<file path="config.mk">
export PLATFORM = sky130hd
export DESIGN_NAME = gray_counter_n
export DESIGN_NICKNAME = d
export VERILOG_FILES = /design/src/rtl/gray_pkg.sv /design/src/rtl/gray_b2g.sv /design/src/rtl/gray_counter_n.sv
export SDC_FILE = /design/constraint.sdc
export NUM_CORES = 1
export LEC_CHECK = 0
export CAP_MARGIN = 20
export CORE_AREA = 3 3 40 42
export DETAILED_ROUTE_END_ITERATION = 8
export DIE_AREA = 0 0 43 45
export PLACE_DENSITY = 0.55
export SLEW_MARGIN = 15
export SYNTH_ARGS = -nofsm -noshare
export SYNTH_HDL_FRONTEND = slang
export SYNTH_SLANG_ARGS = --single-unit
</file>
<file path="constraint.sdc">
create_clock -name clk -period 1.9 [get_ports clk]
set_clock_uncertainty 0.2 [all_clocks]
set_input_delay 0.38 -clock clk [delete_from_list [all_inputs] [get_ports clk]]
set_output_delay 0.38 -clock clk [all_outputs]
set_load 0.02 [all_outputs]
</file>
<file path="src/rtl/gray_pkg.sv">
// Shared constants and binary/Gray conversion helpers for the Gray counter slice.
// Helpers operate on the widest supported counter; callers resize at the boundary.
package gray_pkg;

  localparam int GRAY_WIDTH_DEF = 4;
  localparam int GRAY_MIN_W     = 2;
  localparam int GRAY_MAX_W     = 16;

  typedef logic [GRAY_MAX_W-1:0] gray_word_t;

  function automatic gray_word_t b2g(input gray_word_t x);
    return x ^ (x >> 1);
  endfunction

  // Each binary bit is the XOR of all Gray bits at or above it.
  function automatic gray_word_t g2b(input gray_word_t g);
    gray_word_t b;
    b[GRAY_MAX_W-1] = g[GRAY_MAX_W-1];
    for (int i = GRAY_MAX_W - 2; i >= 0; i--) begin
      b[i] = b[i+1] ^ g[i];
    end
    return b;
  endfunction

endpackage

</file>
<file path="src/rtl/gray_b2g.sv">
// Combinational binary-to-Gray converter feeding the counter's Gray register.
module gray_b2g
  import gray_pkg::*;
#(
  parameter int WIDTH = GRAY_WIDTH_DEF
) (
  input  logic [WIDTH-1:0] bin,
  output logic [WIDTH-1:0] gray
);

  gray_word_t bin_wide;
  gray_word_t gray_wide;

  assign bin_wide  = gray_word_t'(bin);
  assign gray_wide = b2g(bin_wide);
  assign gray      = gray_wide[WIDTH-1:0];

endmodule

</file>
<file path="src/rtl/gray_counter_n.sv">
// Up/down Gray-code counter with load, enable, optional saturation and terminal-count flag.
// Down counting exists only when GRAY_DOWN_EN is defined; otherwise dir is ignored.
module gray_counter_n
  import gray_pkg::*;
#(
  parameter int WIDTH    = GRAY_WIDTH_DEF,
  parameter int SATURATE = 0
) (
  input  logic             clk,
  input  logic             rst,
  input  logic             clk_en,
  input  logic             dir,
  input  logic             ld,
  input  logic [WIDTH-1:0] ld_val,
  output logic [WIDTH-1:0] gray_out,
  output logic [WIDTH-1:0] bin_out,
  output logic             tc
);

  logic [WIDTH-1:0] bin_p0;
  logic [WIDTH-1:0] gray_p0;
  logic [WIDTH-1:0] bin_nxt;
  logic [WIDTH-1:0] gray_nxt;
  logic [WIDTH-1:0] step_val;
  logic [WIDTH-1:0] term_val;
  logic             at_term;
  logic             hold_sat;

`ifdef GRAY_DOWN_EN
  always_comb begin
    term_val = dir ? '0 : '1;
    step_val = dir ? (bin_p0 - WIDTH'(1)) : (bin_p0 + WIDTH'(1));
  end
`else
  logic unused_dir;
  assign unused_dir = dir;

  always_comb begin
    term_val = '1;
    step_val = bin_p0 + WIDTH'(1);
  end
`endif

  assign at_term  = (bin_p0 == term_val);
  assign hold_sat = (SATURATE != 0) && at_term;

  // rst gating keeps tc low while the register is being held clear.
  assign tc = rst && clk_en && !ld && at_term;

  always_comb begin
    bin_nxt = bin_p0;
    if (clk_en) begin
      if (ld) begin
        bin_nxt = ld_val;
      end else if (!hold_sat) begin
        bin_nxt = step_val;
      end
    end
  end

  gray_b2g #(
    .WIDTH (WIDTH)
  ) u_b2g (
    .bin  (bin_nxt),
    .gray (gray_nxt)
  );

  // Stage p0: binary and Gray registers share one edge, so they never disagree.
  always_ff @(posedge clk or negedge rst) begin
    if (!rst) begin
      bin_p0  <= '0;
      gray_p0 <= '0;
    end else begin
      bin_p0  <= bin_nxt;
      gray_p0 <= gray_nxt;
    end
  end

  assign bin_out  = bin_p0;
  assign gray_out = gray_p0;

endmodule

</file>
; ---- Word-level counts from Yosys, hierarchy flattened
; Cells that the tools add are included.
[classes]
mux = 2
eq_ne = 1
reduce_logical = 4
addsub = 1
bitwise_logic = 1
[op_table]
columns = op, count
row1 = $mux 4, 2
row2 = $add 4x1->4 const B, 1
row3 = $eq 4x4->1 const B, 1
row4 = $xor 4x3->4, 1
row5 = $logic_and 1x1->1, 3
row6 = $logic_not 1->1, 1
[word_totals]
in_bits = 9
regBits = 8
out_inout_bits = 9

; ---- Logic depth before layout (Yosys ltp)
; Gate-level depths: netlist of run 1.
[logic_depth]
ltp_word = 4
depth_mapped = 5
mapped_depth_nobuf = 5

; ---- By module
; Synthesis of run 1 repeated with hierarchy kept, for this count alone.
[hier_totals]
cells_unflattened = 34
area_unflattened_um2 = 367.9
[modules_own_cells]
columns = module, area_per_inst_um2, seq_area_each_um2, n_inst, cells_each
row1 = gray_counter_n, 334.1, 200.2, 1, 30
row2 = gray_b2g, 33.8, 0.0, 1, 4

; ---- Worst setup path before layout of run 1
; Ideal clock, no wire load.
[synth_timing]
path_type = register -> output
from = register bin_p0[1] (netlist: bin_out[1])
to = output port tc
arrival_ns = 1.092
n_path_buf = 0
path_stages_with_launch = 4
t_required_ns = 1.320
setup_slack_ns = 0.228
path_cell_list = dfrtp_1 -> ha_1 -> nand4_1 -> nor2_1
[synth_via]
elab_chain_len = 2
[synth_rtl]
columns = element, line_no
row1 = from (decl), gray_counter_n.sv:20  ; logic [WIDTH-1:0] bin_p0;
row2 = from (signal assigned), gray_counter_n.sv:74  ; bin_p0 <= bin_nxt;
row3 = $eq 4x4->1, gray_counter_n.sv:44  ; assign at_term = (bin_p0 == term_val);
row4 = $logic_and 1x1->1, gray_counter_n.sv:48  ; assign tc = rst && clk_en && !ld && at_term;
row5 = to (decl), gray_counter_n.sv:17  ; output logic tc
; No other way between the ends.

; ---- Worst setup path in the final report of run 1
[layout_timing]
from = input port rst
to = output port tc
[layout_via]
elab_chain_len = 3
[layout_rtl]
columns = element, line_no
row1 = from (decl), gray_counter_n.sv:10  ; input logic rst,
row2 = $logic_and 1x1->1 (3 in a row), gray_counter_n.sv:48
; No other way between the ends.

==> run metrics, run 1 <==
outcome finished clean; clock-pin slew on the worst setup and hold paths 0.05 ns; clock tree buffer depth 2; Period Utilization, post-route 0.9435; DRT iter0 DRCs 4; initial antenna violation count 0; DIE AREA 0.001935 mm²; Worst slew margin 0.8324; number of global-route vias before repair 307; Max Fanout on Critical Path 2; Mapped Area 357.8 µm²; global-route wire length before repair 1248 µm; flop2flop setup slack 0.41 ns; post-synthesis sequential area ratio 0.4895; commonest cells after routing, fill and taps aside 10 x clkdlybuf4s50_1, 9 x buf_4, 7 x dfrtp_1; total CTS buffers 3; Critical Path AT 1.21 ns; Max VDD drop 426.0 µV; pin count of the biggest net entering global routing 9; final setup margin 0.1073 ns; Placer Congestion 0.6368; ANT cells 0; most common cell after layout, fill and taps aside clkdlybuf4s50_1; DRT Wirelength 795 µm; Cell Pwr Density 1044 mW/mm²; Detail Route Antenna Nets 0; num rows 13; max_cap viols 0; Peak Freq 557.8 MHz; RSZ-0062 raised after global routing false; total congestion overflow 0; CTS root buf clkbuf_4; Area growth syn-to-layout 67.48%; Mapped Cells 35; number of H-tree levels 1; Final nets 72; Slew Limit Fails 0; final setup vio count 0; Die X 43 µm; Setup WS pre-CTS -0.3579 ns; # IOs 18; Post-DP HPWL 634.2 µm; Post-Syn Nets 45; minimum clock period 1.793 ns; CTS tree yes; Crit Path Category input port to primary output; syn avg cell area 10.22 µm²; Vias per Instance 4.250; Leak 0.2898 nW; TritonRoute pass-1 iters 4; worst slew pin tran 0.2514 ns; Sink Count 7; Initial Util 0.2785; Hold Path Class input port to asynchronous set/reset pin; # DRC 0; aggregate global-route resource usage 0.09328; #FFs+latches synth 7; distinct cell type count after synthesis 19; core area 0.001285 mm²; postcts setup bufs 0; cts hold-fix bufs 0; Worst Setup End Kind primary output; Worst Setup Start Kind input port; synth warn 0; Clk Latency, worst-skew pair 0.25 ns; Setup TNS Final 0 ns; layout cells sized above 1 0.2459; routed len/inst 10.46 µm; PortBufs 16; Die Ht 45 µm; via count 323; post_cts resized 8; final hold violations 0; Required @ worst endpoint 1.32 ns
[worst paths after layout]
check | startpoint | end | cells past startpoint
hold / removal | rst | bin_out[2] | 2
setup / recovery | rst | tc | 4
max in group asynchronous | rst | gray_out[1] | 2
hold reg to reg | bin_out[1] | bin_out[1] | 3
setup reg to reg | bin_out[0] | gray_out[1] | 5
min in group clk | bin_out[1] | bin_out[1] | 3
[cell type report]
class                   count  area, µm²
repair buffers             24      215.2
well taps                  15      18.77
flip-flops and latches      7      175.2
inverters                   3      11.26
fillers                   129      685.7
multi-input cells          23      152.6
clock buffers               4      26.28
[Yosys cell counts]
cell type	n	area (µm²)
buf_4	1	7.510
nand2_2	1	6.260
inv_1	3	11.26
xnor2_1	2	17.52
mux2i_1	2	20.02
buf_6	1	11.26
nand2_1	2	7.510
nand3_1	2	10.01
a21oi_2	1	8.760
ha_1	1	12.51
o22ai_1	2	12.51
a21oi_1	2	10.01
nor2_1	3	11.26
nand4_1	1	6.260
o21ai_2	1	8.760
xor2_1	1	8.760
a21o_1	1	7.510
o21ai_0	1	5.000
dfrtp_1	7	175.2
[layer usage]
metal	GRT usage	vias to the layer above	routed length, µm
met1	0.1139	140	366
li1	-	169	-
met5	0	-	0
met3	0.03586	2	57
met4	0.07229	0	14
met2	0.1317	12	357
[registers in the layout, indices dropped and copies added, names as in the netlist]
name / flops
gray_out: 3
bin_out: 4
[per-stage QoR]
stage               cells  instance area, µm²  hold WS [ns]  utilization  total power [mW]
detailed placement     72               578.1        0.4258       0.4499            0.5099
floorplan              35               357.8       -0.1156            -            0.3617
global placement       72               578.1        0.4159       0.4499            0.5110
finish                 76               599.3        0.2580       0.4664            0.6255
global route           76               599.3        0.2533       0.4664            0.6700
CTS                    76               594.3        0.2432       0.4625            0.6428
[cells by family (layout without fill, tap and decap cells)]
family / after synthesis / in the layout / synth area share
AO/OA/AOI/OAI: 8 / 8 / 0.1469
adder cells (fa/ha/maj): 1 / 1 / 0.03496
buffers and inverters: 5 / 31 / 0.08392
AND/OR/NAND/NOR: 9 / 9 / 0.1154
flip-flops: 7 / 7 / 0.4895
XOR/XNOR: 3 / 3 / 0.07344
multiplexers: 2 / 2 / 0.05595
[worst max-delay path: stages]
cell and delay [ns]:
clkdlybuf4s50_1 0.49, nand4_1 0.09, nor2_1 0.10, buf_4 0.15
[power by group]
part	internal [mW]	switching, mW
Combinational	0.143	0.145
Clock	0.0800	0.0525
Sequential	0.190	0.0149
Total	0.413	0.213
(Power assumes the default switching activity.)
==> inputs of run 2 (changes only) <==
- CORE_AREA: 3 3 40 42 -> 2 2 39 41
- DIE_AREA: 0 0 43 45 -> 0 0 41 43
- PLACE_DENSITY: 0.55 -> 0.57
- clock period: 1.9 -> 1.6 ns (I/O delays scaled with it)
==> run 2 against run 1 <==
Net effect: the run now ends with setup timing left; cell count up 2.6%; clock power rose by 16%; sequential share of layout area up 0.62 points; global-route usage up 1.3 points; die area fell by 8.9%; total power increased by 14%; non-clock buffer count is 1 higher; critical path type unchanged; critical endpoint unchanged; highest routed layer unchanged.
==> run metrics, run 2 (synthesized netlist as in run 1, its figures left out) <==
Max Fanout on Critical Path 2 (unchanged); RSZ-0062 raised after global routing true; Die X 41 µm (-4.7%); Worst Setup End Kind primary output; Hold Path Class input port to asynchronous set/reset pin; DRT Wirelength 773 µm (-2.8%); total congestion overflow 0 (unchanged); ANT cells 0 (unchanged); Final Util 0.4241 (-0.04236); clock-pin slew on the worst setup and hold paths 0.05 ns (about the same); DIE AREA 0.001763 mm² (-8.9%); non-filler cells, final 78 (+2.6%); Crit-path slowest cell clkdlybuf4s50_1; final setup margin -0.05931 ns (-0.1667 ns); Initial Util 0.2586 (-0.01989); Period Utilization, post-route 1.037; Critical Path AT 1.14 ns (-0.07 ns); DRT iter0 DRCs 0 (-4); routed len/inst 9.910 µm (-5.3%); Slew Limit Fails 0 (unchanged); PortBufs 16 (unchanged); outcome complete, but fails checks; Die Ht 43 µm (-4.4%); via count 337 (+4.3%); total CTS buffers 3 (unchanged); Placer Congestion 0.6237 (-2.1%); # DRC 0 (unchanged); CTS root buf clkbuf_4; Area growth syn-to-layout 63.99%; Max VDD drop 529.8 µV (+24%); pin count of the biggest net entering global routing 9 (unchanged); number of global-route vias before repair 305 (-0.65%); Clk Latency, worst-skew pair 0.25 ns (about the same); Vias per Instance 4.321 (+1.7%); Post-DP HPWL 643.9 µm (+1.5%); most common cell after layout, fill and taps aside buf_4; crit-path max cell delay 0.42 ns (-0.07 ns); CTS tree yes; layout cells sized above 1 0.3710 (+0.1251); failing checks setup timing; Worst Setup Start Kind input port; global-route wire length before repair 1200 µm (-3.8%); Detail Route Antenna Nets 0 (unchanged); Required @ worst endpoint 1.08 ns (-0.24 ns); commonest cells after routing, fill and taps aside 10 x buf_4, 7 x dfrtp_1, 7 x clkdlybuf4s50_1; num rows 14 (+1); final hold violations 0 (unchanged); number of H-tree levels 1 (unchanged); Cell Pwr Density 1216 mW/mm² (+17%); initial antenna violation count 0 (unchanged); critical path cell sequence clkdlybuf4s50_1 > inv_1 > nand4_1 > nor2_2 > buf_4; flop2flop setup slack 0.07 ns (-0.34 ns); Leak 0.2855 nW (-1.5%); dpl cells 73 (+1.4%); Final nets 73 (+1.4%); TritonRoute pass-1 iters 1 (-3); max_cap viols 0 (unchanged); Crit Path Category input port to primary output; Final Power 0.7138 mW (+14%); Worst slew margin 0.8375 (+0.005104); cts hold-fix bufs 0 (unchanged); minimum clock period 1.659 ns; clock tree buffer depth 2 (unchanged); # IOs 18 (unchanged); final setup vio count 1 (+1); max reg flops 4 (unchanged); core area 0.001384 mm² (+7.7%); Sink Count 7 (unchanged); worst slew pin tran 0.2438 ns (-0.007656 ns); aggregate global-route resource usage 0.1067 (+0.01343); Peak Freq 602.7 MHz
run 2: cell types whose count changed in the layout (fill, tap and decap cells not counted), sizes merged:
cell           before  now
clkbuf              4    9
clkdlybuf4s50      10    7
buf                 9   10
dlygate4sd2         4    3
dlymetal6s2s        1    0
run 2: final timing paths:
check,start,endpoint,cells past startpoint
setup / recovery,ld,tc,5
max in group asynchronous,rst,bin_out[2],2
setup reg to reg,bin_out[0],gray_out[1],6
min in group clk,bin_out[1],bin_out[1],3
hold / removal,rst,gray_out[1],2
hold reg to reg,bin_out[1],bin_out[1],3
run 2: stage by stage:
stage | TNS, ns | instance area, µm² | setup slack [ns] | hold slack [ns]
2_1_floorplan | 0 | 360.3 | 0.03606 | -0.1756
3_3_place_gp | -1.207 | 581.8 | -0.5461 | 0.4147
3_5_place_dp | -1.249 | 581.8 | -0.5278 | 0.4270
4_1_cts | -0.07288 | 604.3 | -0.07288 | 0.1774
5_1_grt | -0.1230 | 586.8 | -0.1201 | 0.2064
6_report | -0.05931 | 586.8 | -0.05931 | 0.1782
run 2: power by group:
group | leakage [nW] | internal [mW] | switching (mW)
Sequential | 0.0805 | 0.225 | 0.0159
Clock | 0.0150 | 0.0948 | 0.0587
Combinational | 0.190 | 0.144 | 0.176
Total | 0.285 | 0.464 | 0.250
run 2: timing repair:
item                                   4_1_cts  5_1_grt
pin swaps                                    1        2
resized for setup                           19        5
setup endpoints to repair                    9        7
setup buffers                                0        1
endpoints found under the hold margin        0        0
run 2: layer usage:
layer / vias to the layer above / part of all wire / global-route usage
met5: - / 0 / 0
met4: 0 / 0.021 / 0.08000
met3: 2 / 0.13 / 0.04712
met2: 15 / 0.41 / 0.1438
met1: 150 / 0.44 / 0.1271
li1: 170 / - / -
run 2: cell type report:
type	count	area, µm²
Clock buffer	4	26.28
Multi-Input combinational cell	23	157.7
Inverter	3	11.26
Fill cell	145	797.0
Timing Repair Buffer	25	196.4
Tap cell	16	20.02
Sequential cell	7	175.2
run 2: critical path: cells and delay by family:
family                 cells  cell delay (ns)
buffers and inverters      3             0.64
and+or+nand+nor            2             0.18
